$ cat src/rtl/fft_pkg.sv
// Shared types and arithmetic helpers for the radix-2 FFT butterfly datapath.
// Latency: none; this package holds only types, constants and pure functions.
// Backpressure: not applicable.
//
// Contents:
//   DEF_DATA_W / DEF_TW_W  default component widths
//   cplx_t / tw_t          {im, re} packed complex sample and twiddle at default widths
//   CALC_W                 working width for the width-generic helpers below
//   rnd_ofs()              half-LSB offset for a given right shift
//   rnd_shr()              add rounding offset, then arithmetic shift right
//   sat()                  clamp to a signed range of a given width
package fft_pkg;

  localparam int DEF_DATA_W = 16;
  localparam int DEF_TW_W   = 16;

  // Wide enough for any intermediate of the supported widths, so the helpers
  // can be width-generic; callers size-cast the result back down.
  localparam int CALC_W = 64;

  // The imaginary part sits in the upper half, matching the {imag,real} bus layout.
  typedef struct packed {
    logic signed [DEF_DATA_W-1:0] im;
    logic signed [DEF_DATA_W-1:0] re;
  } cplx_t;

  typedef struct packed {
    logic signed [DEF_TW_W-1:0] im;
    logic signed [DEF_TW_W-1:0] re;
  } tw_t;

  // Rounding offset for the divide-by-2 output scaling.
  localparam logic signed [CALC_W-1:0] SCALE_RND_OFS = CALC_W'(1);

  // Half an output LSB for a right shift of sh bits (round half-up).
  function automatic logic signed [CALC_W-1:0] rnd_ofs(input int sh);
    logic signed [CALC_W-1:0] one;
    one = CALC_W'(1);
    if (sh > 0) return one <<< (sh - 1);
    return '0;
  endfunction

  function automatic logic signed [CALC_W-1:0] rnd_shr(
    input logic signed [CALC_W-1:0] x,
    input logic signed [CALC_W-1:0] ofs,
    input int                       sh
  );
    return (x + ofs) >>> sh;
  endfunction

  // Clamp x to [-2^(w-1), 2^(w-1)-1].
  function automatic logic signed [CALC_W-1:0] sat(
    input logic signed [CALC_W-1:0] x,
    input int                       w
  );
    logic signed [CALC_W-1:0] one, hi, lo;
    one = CALC_W'(1);
    hi  = (one <<< (w - 1)) - one;
    lo  = -(one <<< (w - 1));
    if (x > hi) return hi;
    if (x < lo) return lo;
    return x;
  endfunction

endpackage

$ cat src/rtl/cplx_mul_rnd.sv
// Complex multiply p = b * W with round-half-up back to data scale.
// Latency: 1 cycle (PIPE_M = 0) or 2 cycles (PIPE_M = 1, products registered first).
// Backpressure: every register advances only when en is high; en low holds all state.
//
// Ports:
//   clk, rst_n   clock, asynchronous active-low reset
//   en           pipeline advance enable
//   b            {imag,real} operand, DATA_W per component
//   w            {imag,real} twiddle, signed Q1.(TW_W-1)
//   p_re, p_im   rounded product, DATA_W+2 bits so that (-1)*(-2^(DATA_W-1)) is exact
module cplx_mul_rnd
  import fft_pkg::*;
#(
  parameter int DATA_W = DEF_DATA_W,
  parameter int TW_W   = DEF_TW_W,
  parameter int PIPE_M = 1
) (
  input  logic                     clk,
  input  logic                     rst_n,
  input  logic                     en,
  input  logic [2*DATA_W-1:0]      b,
  input  logic [2*TW_W-1:0]        w,
  output logic signed [DATA_W+1:0] p_re,
  output logic signed [DATA_W+1:0] p_im
);

  localparam int MW = DATA_W + TW_W;  // single product
  localparam int SW = MW + 1;         // sum/difference of two products
  localparam int OW = DATA_W + 2;     // rounded result

  localparam logic signed [CALC_W-1:0] TW_RND_OFS = rnd_ofs(TW_W - 1);

  logic signed [DATA_W-1:0] br, bi;
  logic signed [TW_W-1:0]   wr, wi;

  assign br = b[DATA_W-1:0];
  assign bi = b[2*DATA_W-1:DATA_W];
  assign wr = w[TW_W-1:0];
  assign wi = w[2*TW_W-1:TW_W];

  logic signed [MW-1:0] rr, ii, ri, ir;
  logic signed [MW-1:0] rr_q, ii_q, ri_q, ir_q;

  assign rr = MW'(br) * MW'(wr);
  assign ii = MW'(bi) * MW'(wi);
  assign ri = MW'(br) * MW'(wi);
  assign ir = MW'(bi) * MW'(wr);

  generate
    if (PIPE_M != 0) begin : g_mreg
      // Breaks the multiplier-to-adder path for timing.
      always_ff @(posedge clk or negedge rst_n) begin
        if (!rst_n) begin
          rr_q <= '0;
          ii_q <= '0;
          ri_q <= '0;
          ir_q <= '0;
        end else if (en) begin
          rr_q <= rr;
          ii_q <= ii;
          ri_q <= ri;
          ir_q <= ir;
        end
      end
    end else begin : g_nomreg
      assign rr_q = rr;
      assign ii_q = ii;
      assign ri_q = ri;
      assign ir_q = ir;
    end
  endgenerate

  logic signed [SW-1:0] pr, pi;

  assign pr = SW'(rr_q) - SW'(ii_q);
  assign pi = SW'(ri_q) + SW'(ir_q);

  always_ff @(posedge clk or negedge rst_n) begin
    if (!rst_n) begin
      p_re <= '0;
      p_im <= '0;
    end else if (en) begin
      p_re <= OW'(rnd_shr(CALC_W'(pr), TW_RND_OFS, TW_W - 1));
      p_im <= OW'(rnd_shr(CALC_W'(pi), TW_RND_OFS, TW_W - 1));
    end
  end

endmodule

$ cat src/rtl/bf_r2_pipe.sv
// Pipelined radix-2 DIT butterfly: out_a = a + b*W, out_b = a - b*W, optional /2, saturating.
// Latency: 3 cycles (PIPE_M = 0) or 4 cycles (PIPE_M = 1) from accept to out_valid.
// Backpressure: en = !out_valid | out_ready stalls the whole pipe; in_ready = en.
//
// Ports:
//   clk, rst_n             clock, asynchronous active-low reset
//   in_valid / in_ready    input handshake
//   in_a, in_b, in_tw      {imag,real} operands and twiddle
//   in_scale               divide this beat's outputs by 2 (rounded)
//   in_last                frame marker, travels with its beat
//   out_valid / out_ready  output handshake
//   out_a, out_b, out_last butterfly results and delayed frame marker
//   ovf, ovf_clr           sticky saturation flag and its synchronous clear
module bf_r2_pipe
  import fft_pkg::*;
#(
  parameter int DATA_W = DEF_DATA_W,
  parameter int TW_W   = DEF_TW_W,
  parameter int PIPE_M = 1
) (
  input  logic                clk,
  input  logic                rst_n,
  input  logic                in_valid,
  output logic                in_ready,
  input  logic [2*DATA_W-1:0] in_a,
  input  logic [2*DATA_W-1:0] in_b,
  input  logic [2*TW_W-1:0]   in_tw,
  input  logic                in_scale,
  input  logic                in_last,
  output logic                out_valid,
  input  logic                out_ready,
  output logic [2*DATA_W-1:0] out_a,
  output logic [2*DATA_W-1:0] out_b,
  output logic                out_last,
  output logic                ovf,
  input  logic                ovf_clr
);

  localparam int PW = DATA_W + 2;  // rounded product width
  localparam int EW = DATA_W + 3;  // a +/- p without overflow

  typedef struct packed {
    logic signed [DATA_W-1:0] im;
    logic signed [DATA_W-1:0] re;
  } cplx_w_t;

  logic en;

  assign en       = !out_valid || out_ready;
  assign in_ready = en;

  // S1: input register
  logic                s1_vld, s1_scale, s1_last;
  cplx_w_t             s1_a;
  logic [2*DATA_W-1:0] s1_b;
  logic [2*TW_W-1:0]   s1_w;

  always_ff @(posedge clk or negedge rst_n) begin
    if (!rst_n) begin
      s1_vld   <= 1'b0;
      s1_scale <= 1'b0;
      s1_last  <= 1'b0;
      s1_a     <= '0;
      s1_b     <= '0;
      s1_w     <= '0;
    end else if (en) begin
      s1_vld   <= in_valid;
      s1_scale <= in_scale;
      s1_last  <= in_last;
      s1_a     <= in_a;
      s1_b     <= in_b;
      s1_w     <= in_tw;
    end
  end

  // S2 (and optional M stage) for the product
  logic signed [PW-1:0] p_re, p_im;

  cplx_mul_rnd #(
    .DATA_W (DATA_W),
    .TW_W   (TW_W),
    .PIPE_M (PIPE_M)
  ) u_mul (
    .clk   (clk),
    .rst_n (rst_n),
    .en    (en),
    .b     (s1_b),
    .w     (s1_w),
    .p_re  (p_re),
    .p_im  (p_im)
  );

  // Side-band (a, scale, last, valid) delayed to match the multiplier depth.
  logic    m_vld, m_scale, m_last;
  cplx_w_t m_a;

  generate
    if (PIPE_M != 0) begin : g_mside
      always_ff @(posedge clk or negedge rst_n) begin
        if (!rst_n) begin
          m_vld   <= 1'b0;
          m_scale <= 1'b0;
          m_last  <= 1'b0;
          m_a     <= '0;
        end else if (en) begin
          m_vld   <= s1_vld;
          m_scale <= s1_scale;
          m_last  <= s1_last;
          m_a     <= s1_a;
        end
      end
    end else begin : g_nomside
      assign m_vld   = s1_vld;
      assign m_scale = s1_scale;
      assign m_last  = s1_last;
      assign m_a     = s1_a;
    end
  endgenerate

  logic    s2_vld, s2_scale, s2_last;
  cplx_w_t s2_a;

  always_ff @(posedge clk or negedge rst_n) begin
    if (!rst_n) begin
      s2_vld   <= 1'b0;
      s2_scale <= 1'b0;
      s2_last  <= 1'b0;
      s2_a     <= '0;
    end else if (en) begin
      s2_vld   <= m_vld;
      s2_scale <= m_scale;
      s2_last  <= m_last;
      s2_a     <= m_a;
    end
  end

  // S3: add/sub, optional rounded /2, saturate
  logic signed [EW-1:0] sum_re, sum_im, dif_re, dif_im;

  assign sum_re = EW'($signed(s2_a.re)) + EW'(p_re);
  assign sum_im = EW'($signed(s2_a.im)) + EW'(p_im);
  assign dif_re = EW'($signed(s2_a.re)) - EW'(p_re);
  assign dif_im = EW'($signed(s2_a.im)) - EW'(p_im);

  // Component order 0..3: sum.re, sum.im, dif.re, dif.im
  logic signed [CALC_W-1:0] pre  [4];
  logic signed [CALC_W-1:0] scl  [4];
  logic signed [CALC_W-1:0] post [4];
  logic [3:0]               sat_hit;

  always_comb begin
    pre[0] = CALC_W'(sum_re);
    pre[1] = CALC_W'(sum_im);
    pre[2] = CALC_W'(dif_re);
    pre[3] = CALC_W'(dif_im);
    for (int i = 0; i < 4; i++) begin
      scl[i]     = s2_scale ? rnd_shr(pre[i], SCALE_RND_OFS, 1) : pre[i];
      post[i]    = sat(scl[i], DATA_W);
      sat_hit[i] = (post[i] != scl[i]);
    end
  end

  always_ff @(posedge clk or negedge rst_n) begin
    if (!rst_n) begin
      out_valid <= 1'b0;
      out_last  <= 1'b0;
      out_a     <= '0;
      out_b     <= '0;
    end else if (en) begin
      out_valid <= s2_vld;
      out_last  <= s2_last;
      out_a     <= {post[1][DATA_W-1:0], post[0][DATA_W-1:0]};
      out_b     <= {post[3][DATA_W-1:0], post[2][DATA_W-1:0]};
    end
  end

  // Set takes priority over clear so a saturation coinciding with ovf_clr is not lost.
  logic ovf_set;

  assign ovf_set = en && s2_vld && (|sat_hit);

  always_ff @(posedge clk or negedge rst_n) begin
    if (!rst_n) ovf <= 1'b0;
    else        ovf <= ovf_set || (ovf && !ovf_clr);
  end

endmodule

$ cat config.mk
export PLATFORM = sky130hd
export DESIGN_NAME = bf_r2_pipe
export DESIGN_NICKNAME = d
export VERILOG_FILES = /design/src/rtl/fft_pkg.sv /design/src/rtl/cplx_mul_rnd.sv /design/src/rtl/bf_r2_pipe.sv
export SDC_FILE = /design/constraint.sdc
export NUM_CORES = 2
export LEC_CHECK = 0
export BUFFER_PORTS_ARGS = -buffer_cell sky130_fd_sc_hd__buf_2
export CAP_MARGIN = 20
export CORE_UTILIZATION = 59
export DETAILED_ROUTE_END_ITERATION = 8
export PLACE_DENSITY = 0.86
export REMOVE_ABC_BUFFERS = 1
export SKIP_CTS_REPAIR_TIMING = 1
export SLEW_MARGIN = 20
export SYNTH_ARGS = -nofsm -noshare
export SYNTH_HDL_FRONTEND = slang
export SYNTH_HIERARCHICAL = 1
export SYNTH_SLANG_ARGS = --single-unit
export TNS_END_PERCENT = 20
$ cat constraint.sdc
create_clock -name clk -period 8.37 [get_ports clk]
set_clock_uncertainty 0.1 [all_clocks]
set_input_delay 1.2555 -clock clk [delete_from_list [all_inputs] [get_ports clk]]
set_output_delay 1.2555 -clock clk [all_outputs]
set_load 0.02 [all_outputs]
---- Word-level counts from Yosys, hierarchy flattened ----
Index checks and enable logic that the tools add are counted.
word-level totals
  bits in registers ....................... 400
  input bits .............................. 103
  output and inout port bits .............. 68
  logic and storage cells ................. 96
cells by class
  add/subtract/negate cells ............... 12
  $mul .................................... 4
  magnitude comparators ................... 8
  eq/ne operators ......................... 4
  multiplexer cells ....................... 32
  reduce and logical (&&, ||, !) cells .... 8
operator list
  operator                                                       number
  two-way mux 64 bit                                             20
  > comparator 64 x 16 -> 1 bit (second input constant)          4
  less-than comparator 64 x 16 -> 1 bit (second input constant)  4
  inequality test 64 bit                                         4
  multiplier 16 x 16 -> 32 bit                                   4
  adder 19 x 2 -> 20 bit (second input constant)                 4
  adder 33 x 16 -> 33 bit (second input constant)                2
  adder 16 x 18 -> 19 bit                                        2
  subtractor 16 x 18 -> 19 bit                                   2
  adder 32 x 32 -> 33 bit                                        1
  subtractor 32 x 32 -> 33 bit                                   1
  two-way mux 1 bit                                              12
  OR reduction 4 bit                                             1
  logical AND 1 bit                                              3
  zero test 1 bit                                                2
  logical OR 1 bit                                               2

---- Logic depth before layout (Yosys ltp) ----
  depth after elaboration ................. 12
  gate-level depth with buffers ........... 25
  depth with buffers taken out ............ 24

---- Hierarchy ----
The synthesis kept the hierarchy.
by module, submodules not included
  module        times used  cells each  area each (um^2)  seq. area each (um^2)
  cplx_mul_rnd  1           5,281       48,894.4          4,103.9
  bf_r2_pipe    1           1,958       15,760.1          5,905.7

---- Worst setup path after synthesis ----
OpenSTA, ideal clock, no wires.
  kind .................................... register to register
  from .................................... register s1_b[15]
  to ...................................... register u_mul.ri_q[29]
  setup time .............................. 0.125 ns
  arrival time ............................ 6.332 ns
  required time ........................... 8.145 ns
  setup slack ............................. 1.813 ns
  cell stages (with the launch flop) ...... 22
  buffers on the path ..................... 1
  period minus slack after synthesis ...... 6.557 ns
  cell sequence ........................... dfrtp_1 > clkbuf_1 > nand2_1 > fa_1 > inv_1 > fa_1 > fa_1 > fa_1 > fa_1 > inv_1 > fa_1 > inv_1 > ha_1 > a21oi_1 > o21bai_1 > a21o_1 > a21o_1 > a21o_1 > or3_1 > o211ai_1 > xnor2_1 > mux2_2
between the ends
  word-level cells in the longest chain between the ends .. 1
ends and longest elaborated chain
  item                          RTL line            text
  from (decl)                   bf_r2_pipe.sv:55    logic [2*DATA_W-1:0] s1_b;
  from (signal assigned)        bf_r2_pipe.sv:71    s1_b <= in_b;
  multiplier 16 x 16 -> 32 bit  cplx_mul_rnd.sv:46  assign ri = MW'(br) * MW'(wi);
  to (signal assigned)          cplx_mul_rnd.sv:61  ri_q <= ri;
  to (decl)                     cplx_mul_rnd.sv:42  logic signed [MW-1:0] rr_q, ii_q, ri_q, ir_q;
Every way passes these cells.
A chain may end at the register's enable or synchronous reset.

---- Worst setup path after layout ----
  from .................................... register s1_b[31]
  to ...................................... register u_mul.ir_q[27]
between the ends
  word-level cells in the longest chain between the ends .. 1
ends and longest elaborated chain
  item                          RTL line            text
  multiplier 16 x 16 -> 32 bit  cplx_mul_rnd.sv:47  assign ir = MW'(bi) * MW'(wr);
  to (signal assigned)          cplx_mul_rnd.sv:62  ir_q <= ir;
  to (decl)                     cplx_mul_rnd.sv:42
Every way passes these cells.

==> results.py <==
metrics = {
    "logic_synthesis": {
        "synth_commonest_cells": "inv_1, nand2_1, fa_1, ha_1, and2_1",
        "ys_ff_latch": 400,
        "synth-edff-count": 0,
        "yosys.area.top_type": "fa_1",
        "ys_types": 109,
        "ys_warn_count": 6,
        "synthTopCellsByArea": "fa_1, dfrtp_1, ha_1, inv_1, nand2_1",
        "async_flop_share": 1.00,
        "syn_inst": 7239,
        "avgSynthCellArea_um2": 8.93,
        "ys.flop_type": "dfrtp_1",
        "syn_area_um2": 64700,
        "ys_seq_area_frac": 0.155,
        "synth_most_common_cell": "inv_1",
        "yosysTopAreaCellShare": 0.326,
    },
    "timing": {
        "rsz0062_at_grt": "no",
        "hold_violations": 0,
        "setup_viol": 0,
        "setup_slack_ps": 941,
        "finalSetupTns_ps": 0,
        "report.final.slew_viol_count": 0,
        "slew_headroom": 0.181,
        "worstMarginPinSlew_ps": 1230,
        "post-route-min-period_ps": 7430,
        "fmax_mhz": 135,
        "post-route-period-util": 0.888,
    },
    "final_layout": {
        "multi_input_area_um2": 48000,
        "nFillCells": 8699,
        "drive_gt1_frac": 0.0754,
        "seqCellArea_um2": 10000,
        "nNetsFinal": 8915,
        "syn_to_final_growth_pct": 6.09,
        "utilization": 0.631,
        "final_area_um2": 68600,
    },
    "critical_path": {
        "cp_max_fo": 24,
        "worst_setup_path_start_kind": "flop",
        "cp-end-kind": "flop",
        "worst-setup-path-type": "flop to flop",
        "arrival_ps": 7880,
        "required_ps": 8820,
        "worst-r2r-cell-count": 21,
    },
    "routing": {
        "drcViolationCount": 0,
        "dr.pass1.iters": 6,
        "drt-vias-per-instance": 5.80,
        "wl_per_cell_um": 19.3,
        "drt_iter0_drc": 4257,
        "drt-total-wl_mm": 168,
        "vias": 50400,
        "ant_nets": 0,
    },
    "placed_design": {
        "postPlaceCellArea_um2": 66800,
        "dp_hpwl_mm": 132,
        "port_buffers": 170,
        "pre_cts_ws_ps": 1090,
        "place_congestion": 0.934,
    },
    "clock_tree": {
        "htree_num_levels": 2,
        "cts_max_path_buffers": 3,
        "insertion_delay_ps": 670,
        "cts_made_buffers": 51,
        "cts_sinks": 400,
        "path_clk_slew_ps": 60,
        "cts_root_buf": "clkbuf_16",
        "cts_tree": "yes",
    },
    "grt": {
        "grt_usage": 0.310,
        "grt_pass1_vias": 53600,
        "grt_pass1_wl_mm": 274,
        "antenna_found_initial": 9,
        "grt_max_degree": 161,
        "overflow": 0,
    },
    "hold_path": {
        "hp-class": "flop to flop",
        "hold_depth": 2,
    },
    "floorplan": {
        "die_h_um": 333,
        "start_util": 0.595,
        "num_io_pins": 171,
        "dieWidth_um": 333,
        "core_um2": 109000,
        "fp.dieArea_um2": 111000,
        "fp-row-count": 121,
    },
    "outcome": {
        "status": "finished, final reports clean",
    },
    "run": {
        "drv_cap": 0,
    },
}
[per-layer routing]
layer,vias up,track usage,share of wire
met5,-,0,0.00035
met4,8,0.165,0.060
met3,531,0.0407,0.068
met2,2190,0.523,0.48
met1,25100,0.390,0.39
li1,22500,-,-
[final cells by class]
class | count | area share
flip-flops and latches | 400 | 0.146
repair buffers | 269 | 0.0242
inverters | 1429 | 0.0783
diodes | 4 | 0.000146
well taps | 1414 | 0.0258
multi-input cells | 5081 | 0.699
clock inverters | 28 | 0.00575
clock buffers | 62 | 0.0205
[metrics by stage]
step / hold slack (ps) / std cells
after floorplan: 339 / 6910
after global placement: 349 / 8592
after detailed placement: 355 / 8593
after CTS: 368 / 8683
after global routing: 389 / 8683
final: 365 / 8687
[critical path: stages, from the launching register on]
cell and delay, ps:
dfrtp_1 990, buf_4 310, nand2_1 90, fa_1 640, inv_1 80, fa_1 950, fa_1 520, fa_1 490
fa_1 540, inv_1 50, fa_1 530, inv_1 50, ha_1 380, a21oi_1 170, nor2b_1 60, o21ai_0 140
o21ai_0 120, a31oi_1 290, nor2b_1 240, o21ai_0 130, xor2_1 150, mux2_2 270
[kinds of logic after synthesis]
kind of cell | synth area share
fa+ha+maj | 0.428
buf+inv | 0.103
flops | 0.155
xor+xnor | 0.0291
mux | 0.0177
simple gates | 0.170
compound gates | 0.0973
[state kept, by name, summed over array words and instances, names as in the netlist, 18 cells and up]
| register | count |
|---|---|
| s1_w | 32 |
| out_a | 32 |
| u_mul/ri_q | 32 |
| u_mul/rr_q | 32 |
| u_mul/ir_q | 32 |
| u_mul/p_re | 18 |
| s1_a | 32 |
| u_mul/p_im | 18 |
| s2_a | 32 |
| s1_b | 32 |
| out_b | 32 |
| u_mul/ii_q | 32 |
| m_a | 32 |
[placed cells by master, fill, tap and decap left out, types with 11 or more instances in the layout]
master        n
o22a_1       47
nor2b_1      40
o311ai_0     11
o21bai_1     29
o21a_1       53
nand4_1      35
nor2_1      234
clkbuf_16    52
or3_1        28
xor2_1       43
mux2i_1      16
nand3b_1     11
nor3_1       74
o21ai_0     141
buf_2       169
and3_1       28
a21o_1       81
buf_4        94
mux2_2       86
nand2_1    1101
a211oi_1     35
nor4_1       19
dfrtp_1     398
o31ai_1      27
o21ai_1      16
or2_2        18
fa_1       1052
o211ai_1     25
a31oi_1      27
nand3_1      74
nand2b_1     43
and2_1      517
xnor2_1     166
a32oi_1      12
ha_1        528
a21oi_1     233
inv_1      1424
[worst paths after layout]
check                           startpoint             end  slack [ps]
worst max-delay path              s1_b[31]  u_mul/ir_q[27]         940
worst min-delay path                m_last          m_last         370
worst max register to register    s1_b[31]  u_mul/ir_q[27]         940
worst min register to register      m_last          m_last         370
max in group asynchronous            rst_n        s2_scale        6360
min in group asynchronous            rst_n         s1_a[6]         460
Power is not shown: default switching activity piles up to over one toggle a cycle in this logic, so the estimate is an artifact.
